`src/rtl/isp_yuv444to422_if.sv`:
```
// Pixel stream bundle for the 4:4:4 to 4:2:2 converter: 4:4:4 input side and 4:2:2 output side.
interface isp_yuv444to422_if;
  localparam int unsigned PW = 8;

  logic          in_href;
  logic          in_vsync;
  logic [PW-1:0] in_y;
  logic [PW-1:0] in_u;
  logic [PW-1:0] in_v;
  logic          in_avg_en;

  logic          out_href;
  logic          out_vsync;
  logic [PW-1:0] out_y;
  logic [PW-1:0] out_c;
  logic          out_c_is_v;
  logic          out_len_err;

  // Upstream/source side.
  modport master (
    output in_href, in_vsync, in_y, in_u, in_v, in_avg_en,
    input  out_href, out_vsync, out_y, out_c, out_c_is_v, out_len_err
  );

  // Converter side.
  modport slave (
    input  in_href, in_vsync, in_y, in_u, in_v, in_avg_en,
    output out_href, out_vsync, out_y, out_c, out_c_is_v, out_len_err
  );
endinterface

```
`src/rtl/isp_yuv444to422.sv`:
```
// YUV 4:4:4 -> 4:2:2 horizontal chroma decimation by pixel pairs, fixed 2-cycle latency,
// optional round-half-up pair averaging and a sticky line-length mismatch flag.
module isp_yuv444to422 #(
  parameter int unsigned WIDTH  = 1280,
  parameter int unsigned HEIGHT = 960
) (
  input logic                pclk,
  input logic                rst_n,
  isp_yuv444to422_if.slave   bus
);
  localparam int unsigned PW  = 8;
  localparam int unsigned SW  = PW + 1;
  localparam int unsigned CW  = $clog2(WIDTH) + 1;
  localparam logic [CW-1:0] CNT_MAX = {CW{1'b1}};
  localparam logic [CW-1:0] WIDTH_C = CW'(WIDTH);

  // Reject geometries the pairing and length check cannot handle.
  if (WIDTH < 2 || HEIGHT < 1) begin : g_param_chk
    $error("isp_yuv444to422: WIDTH must be >= 2 and HEIGHT >= 1");
  end

  logic          phase;
  logic          avg_mode;
  logic [CW-1:0] pix_cnt;
  logic          len_err;

  logic          s1_href;
  logic          s1_vsync;
  logic          s1_phase;
  logic [PW-1:0] s1_y;
  logic [PW-1:0] s1_u;
  logic [PW-1:0] s1_v;
  logic [PW-1:0] v_hold;

  logic          vsync_rise_c;
  logic          href_fall_c;
  logic          pair_c;
  logic          len_mism_c;
  logic [SW-1:0] u_sum_c;
  logic [SW-1:0] v_sum_c;
  logic [PW-1:0] u_avg_c;
  logic [PW-1:0] v_avg_c;
  logic [PW-1:0] u_pick_c;
  logic [PW-1:0] v_pick_c;

  // Edge detects, pair detection and chroma selection. A pending even pixel pairs only with
  // an odd pixel on the very next cycle; otherwise it is a lone trailing pixel and keeps U0.
  always_comb begin
    vsync_rise_c = bus.in_vsync & ~s1_vsync;
    href_fall_c  = s1_href & ~bus.in_href;
    pair_c       = s1_href & ~s1_phase & bus.in_href;
    len_mism_c   = href_fall_c & (pix_cnt != WIDTH_C);
    u_sum_c      = {1'b0, s1_u} + {1'b0, bus.in_u} + SW'(1);
    v_sum_c      = {1'b0, s1_v} + {1'b0, bus.in_v} + SW'(1);
    u_avg_c      = PW'(u_sum_c >> 1);
    v_avg_c      = PW'(v_sum_c >> 1);
    u_pick_c     = s1_u;
    v_pick_c     = s1_v;
    if (pair_c && avg_mode) begin
      u_pick_c = u_avg_c;
      v_pick_c = v_avg_c;
    end
  end

  // Frame-level state: chroma mode, in-line phase, pixel counter and sticky length flag.
  always_ff @(posedge pclk or negedge rst_n) begin
    if (!rst_n) begin
      avg_mode <= 1'b0;
      phase    <= 1'b0;
      pix_cnt  <= '0;
      len_err  <= 1'b0;
    end else begin
      if (vsync_rise_c) begin
        avg_mode <= bus.in_avg_en;
      end
      phase <= bus.in_href ? ~phase : 1'b0;
      if (bus.in_href) begin
        pix_cnt <= (pix_cnt == CNT_MAX) ? pix_cnt : pix_cnt + CW'(1);
      end else begin
        pix_cnt <= '0;
      end
      len_err <= (vsync_rise_c ? 1'b0 : len_err) | len_mism_c;
    end
  end

  // First pipeline stage: hold the current input pixel one cycle.
  always_ff @(posedge pclk or negedge rst_n) begin
    if (!rst_n) begin
      s1_href  <= 1'b0;
      s1_vsync <= 1'b0;
      s1_phase <= 1'b0;
      s1_y     <= '0;
      s1_u     <= '0;
      s1_v     <= '0;
      v_hold   <= '0;
    end else begin
      s1_href  <= bus.in_href;
      s1_vsync <= bus.in_vsync;
      s1_phase <= phase;
      s1_y     <= bus.in_y;
      s1_u     <= bus.in_u;
      s1_v     <= bus.in_v;
      if (pair_c) begin
        v_hold <= v_pick_c;
      end
    end
  end

  // Output stage: U slot for the even pixel, held V slot for the odd pixel, zero when idle.
  always_ff @(posedge pclk or negedge rst_n) begin
    if (!rst_n) begin
      bus.out_href    <= 1'b0;
      bus.out_vsync   <= 1'b0;
      bus.out_y       <= '0;
      bus.out_c       <= '0;
      bus.out_c_is_v  <= 1'b0;
      bus.out_len_err <= 1'b0;
    end else begin
      bus.out_href    <= s1_href;
      bus.out_vsync   <= s1_vsync;
      bus.out_len_err <= (vsync_rise_c ? 1'b0 : len_err) | len_mism_c;
      if (!s1_href) begin
        bus.out_y      <= '0;
        bus.out_c      <= '0;
        bus.out_c_is_v <= 1'b0;
      end else if (!s1_phase) begin
        bus.out_y      <= s1_y;
        bus.out_c      <= u_pick_c;
        bus.out_c_is_v <= 1'b0;
      end else begin
        bus.out_y      <= s1_y;
        bus.out_c      <= v_hold;
        bus.out_c_is_v <= 1'b1;
      end
    end
  end
endmodule

```
`src/flat_wrapper.sv`:
```
// flat-port wrapper written by rule: the top's interface ports become plain ports
module isp_yuv444to422_flat 
#(
  parameter int unsigned WIDTH  = 1280,
  parameter int unsigned HEIGHT = 960
)
  (pclk, rst_n, bus_in_href, bus_in_vsync, bus_in_y, bus_in_u, bus_in_v, bus_in_avg_en, bus_out_href, bus_out_vsync, bus_out_y, bus_out_c, bus_out_c_is_v, bus_out_len_err);
  isp_yuv444to422_if bus_i ();
  input logic pclk;
  input logic rst_n;
  input wire logic [$bits(bus_i.in_href)-1:0] bus_in_href;
  input wire logic [$bits(bus_i.in_vsync)-1:0] bus_in_vsync;
  input wire logic [$bits(bus_i.in_y)-1:0] bus_in_y;
  input wire logic [$bits(bus_i.in_u)-1:0] bus_in_u;
  input wire logic [$bits(bus_i.in_v)-1:0] bus_in_v;
  input wire logic [$bits(bus_i.in_avg_en)-1:0] bus_in_avg_en;
  output wire logic [$bits(bus_i.out_href)-1:0] bus_out_href;
  output wire logic [$bits(bus_i.out_vsync)-1:0] bus_out_vsync;
  output wire logic [$bits(bus_i.out_y)-1:0] bus_out_y;
  output wire logic [$bits(bus_i.out_c)-1:0] bus_out_c;
  output wire logic [$bits(bus_i.out_c_is_v)-1:0] bus_out_c_is_v;
  output wire logic [$bits(bus_i.out_len_err)-1:0] bus_out_len_err;
  assign bus_i.in_href = bus_in_href;
  assign bus_i.in_vsync = bus_in_vsync;
  assign bus_i.in_y = bus_in_y;
  assign bus_i.in_u = bus_in_u;
  assign bus_i.in_v = bus_in_v;
  assign bus_i.in_avg_en = bus_in_avg_en;
  assign bus_out_href = bus_i.out_href;
  assign bus_out_vsync = bus_i.out_vsync;
  assign bus_out_y = bus_i.out_y;
  assign bus_out_c = bus_i.out_c;
  assign bus_out_c_is_v = bus_i.out_c_is_v;
  assign bus_out_len_err = bus_i.out_len_err;
  isp_yuv444to422 #(.WIDTH(WIDTH), .HEIGHT(HEIGHT)) u_core (.pclk(pclk), .rst_n(rst_n), .bus(bus_i));
endmodule
```
`config.mk`:
```
export PLATFORM = sky130hd
export DESIGN_NAME = isp_yuv444to422_flat
export DESIGN_NICKNAME = d
export VERILOG_FILES = /design/src/rtl/isp_yuv444to422_if.sv /design/src/rtl/isp_yuv444to422.sv /design/src/flat_wrapper.sv
export SDC_FILE = /design/constraint.sdc
export NUM_CORES = 1
export LEC_CHECK = 0
export BUFFER_PORTS_ARGS = -buffer_cell sky130_fd_sc_hd__buf_2
export CAP_MARGIN = 20
export CORE_MARGIN = 5
export CORE_UTILIZATION = 35
export CTS_BUF_LIST = sky130_fd_sc_hd__clkbuf_8 sky130_fd_sc_hd__clkbuf_16
export DETAILED_ROUTE_END_ITERATION = 8
export PLACE_DENSITY = 0.65
export SETUP_SLACK_MARGIN = 0.1
export SLEW_MARGIN = 25
export SYNTH_ARGS = -nofsm -noshare
export SYNTH_HDL_FRONTEND = slang
export SYNTH_SLANG_ARGS = --single-unit
```
`constraint.sdc`:
```
create_clock -name pclk -period 2.4 [get_ports pclk]
set_clock_uncertainty 0.1 [all_clocks]
set_input_delay 0 -clock pclk [delete_from_list [all_inputs] [get_ports pclk]]
set_output_delay 0 -clock pclk [all_outputs]
set_load 0.01 [all_outputs]
```
==> results by group <==
Run status
  – Status: complete, no violations

Synth
  – Syn_area_per_cell: 11.2 um^2
  – Yosys cell types: 51
  – Seq cells post-synth: 69
  – Post-synthesis cell count: 275
  – Seq/Total Area, Yosys: 55.9%
  – EDFF count, synth: 0
  – Synth area leaders: dfrtp_1, ha_1, a21oi_1, nor2_1, o21ai_0
  – Syn Nets: 322
  – Mapped cell area: 0.00309 mm^2
  – Yosys top cell by area: dfrtp_1
  – Area share of the largest cell type after synthesis: 55.9%
  – Ys async rst share: 100%
  – Main synth FF type: dfrtp_1
  – Ys Warns: 0

Place
  – Dpl ws: 74.9 ps
  – Port bufs: 48
  – Final HPWL DP: 4530 um
  – Placed Cells: 427
  – Gpl congestion: 0.825

Setup path
  – Reg-to-Reg End: u_core.v_hold[7]$_DFFE_PN0N_
  – Reg2reg path depth: 8
  – CP startpoint: u_core.s1_v[0]$_DFF_PN0_
  – CP endpoint kind: register
  – Crit path DAT: 2290 ps
  – Worst R2R Setup Slack: 240 ps
  – RR Startpoint: u_core.s1_v[0]$_DFF_PN0_
  – Crit start category: register
  – Max Fanout on Critical Path: 3
  – Req. time, crit path: 2530 ps
  – WS Path Type: register to register

CTS
  – CTS tree: yes
  – H-tree levels: 3
  – CTS buffer count: 9
  – CTS Root Cell: clkbuf_8
  – Worst skew pair latency: 340 ps
  – Setup bufs post-CTS: 0
  – Clock sink total: 69
  – CTS max path bufs: 2
  – CTS clk-pin slew, worst paths: 80 ps

Floorplanning
  – Core area: 0.00868 mm^2
  – Die ar.: 0.0108 mm^2
  – Die H: 104 um
  – Initial cell density of the core: 35.6%
  – Die Wd: 104 um
  – Io pins: 49
  – # rows: 34

Timing
  – Min Clock Period, post-route: 2160 ps
  – Slew @ Worst Pin: 755 ps
  – Final worst-path cycle share: 90.1%
  – Maximum clock rate: 0.462 GHz
  – Relative slew slack: 49.7%
  – Setup TNS: 0 ps
  – PnR worst setup slack: 237 ps
  – Slew Viols, Final: 0
  – RSZ-0062 raised after global routing: true
  – Fin. Hold Viols: 0
  – Hold slack final: 163 ps
  – Final setup viols: 0

Cells and area
  – Final antenna diode count: 0
  – Fin cells: 471
  – Area grow syn2layout: 28.9%
  – Final #Nets: 405
  – Share of layout cells above drive strength 1: 22.6%

Global routing
  – Gr usage total: 12.6%
  – Largest net degree at the start of global routing: 37
  – Vias in the first global route: 2257
  – First-pass GRT wire length: 11200 um
  – Initial antenna violation count: 0
  – GR Overflow Total: 0

Routing
  – Vias per cell: 4.77
  – Vias: 2249
  – DR iter-0 viols: 118
  – Mean routed wirelength per cell: 13.8 um
  – Post-Route WL: 6510 um
  – First-pass DRT Iterations: 4
  – Post-DRT Antenna Nets: 0
  – DRC viols: 0

Pwr
  – Leak Pwr: 1.89 nW
  – PD cells: 693 mW/mm^2
  – Maximum VDD drop: 0.419 mV

Worst hold path
  – Hold Path Class: input pin to async pin

Job
  – Max-cap violations: 0
-- cell usage after synthesis, drive strengths merged (5+ instances only) --
| cell type | number |
|---|---|
| nand2 | 17 |
| inv | 9 |
| o21ai | 20 |
| nor2b | 5 |
| a21oi | 25 |
| and2 | 11 |
| ha | 16 |
| nand3 | 6 |
| nor2 | 24 |
| dfrtp | 69 |
| xnor2 | 7 |
| xor2 | 8 |
-- layout by cell type, fill, tap and decap left out, drive strengths merged, types with 3 or more instances in the layout --
cell,synthesis,layout
dfrtp,69,69
buf,3,51
dlygate4sd3,0,28
a21oi,25,25
nor2,24,24
o21ai,20,20
nand2,17,17
ha,16,16
and2,11,11
inv,9,11
clkbuf,4,9
xor2,8,8
xnor2,7,7
nand3,6,6
nor2b,5,5
nor3,4,4
a211oi,4,4
a21o,3,3
a31oi,3,3
and3,3,3
nor3b,3,3
mux2i,3,3
nand4,3,3
clkinv,0,3
-- layer usage --
metal  part of all wire [%]  track usage [%]
met1                     48             17.0
met2                     47             19.1
met3                    4.1             3.85
met4                    1.4             4.81
met5                      0                0
-- metrics by stage --
step	total power [mW]	utilization [%]	cell area, um^2
floorplan	1.55	-	3090
global placement	1.68	40.0	3470
detailed placement	1.70	40.0	3470
CTS	2.80	45.8	3970
global route	2.90	45.9	3980
finish	2.76	45.9	3980
-- logic make-up (layout without fill, tap and decap cells) --
logic type / after synthesis / in the layout / share of synthesized area [%]
and+or+nand+nor: 86 / 86 / 15.1
DFF: 69 / 69 / 55.9
AOI/OAI and AO/OA: 67 / 67 / 13.5
adders and majority gates: 18 / 18 / 7.78
buffers and inverters: 16 / 104 / 2.07
xor gates and xnor gates: 15 / 15 / 4.25
muxes: 4 / 4 / 1.34
-- critical path, stage by stage (launching register included) --
cell	delay (ps)
dfrtp_1	390
or2_2	320
fa_2	380
a211oi_2	220
o21bai_1	130
a21oi_2	170
nor2b_1	80
o21ai_0	170
a21oi_1	90
-- where the power goes --
part           switching [mW]  internal, mW  total (mW)
registers              0.0528          1.25        1.30
clock network           0.457         0.590        1.05
logic                   0.213         0.193       0.407
total                   0.724          2.04        2.76
-- registers in the layout, summed over array words and instances (netlist names), 8 cells and up --
| signal | cells |
|---|---|
| u_core.pix_cnt | 12 |
| u_core.bus.out_c | 8 |
| u_core.bus.out_y | 8 |
| u_core.s1_u | 8 |
| u_core.s1_v | 8 |
| u_core.s1_y | 8 |
| u_core.v_hold | 8 |
-- cell type report --
type	count	area (um^2)
Multi-Input combinational cell	190	1310
Timing Repair Buffer	79	556
Fill cell	797	4700
Sequential cell	69	1730
Inverter	9	33.8
Clock buffer	9	124
Clock inverter	7	96.3
Tap cell	108	135
-- what timing repair did --
action	CTS	global route
gates resized for setup	1	2
pin swaps	0	1
endpoints found under the hold margin	64	0
setup endpoints to repair	2	2
hold buffers	28	0
-- worst max-delay path by stage --
stage | cells past startpoint | slack (ps) | endpoint
after CTS | 8 | 100 | u_core.v_hold[7]$_DFFE_PN0N_
after detailed placement | 8 | 70 | u_core.v_hold[7]$_DFFE_PN0N_
after global routing | 8 | 100 | u_core.v_hold[5]$_DFFE_PN0N_
after floorplan | 8 | 310 | u_core.v_hold[5]$_DFFE_PN0N_
after global placement | 8 | 230 | u_core.v_hold[5]$_DFFE_PN0N_
final | 8 | 240 | u_core.v_hold[7]$_DFFE_PN0N_
No activity file was read; power rests on OpenSTA's default activity.
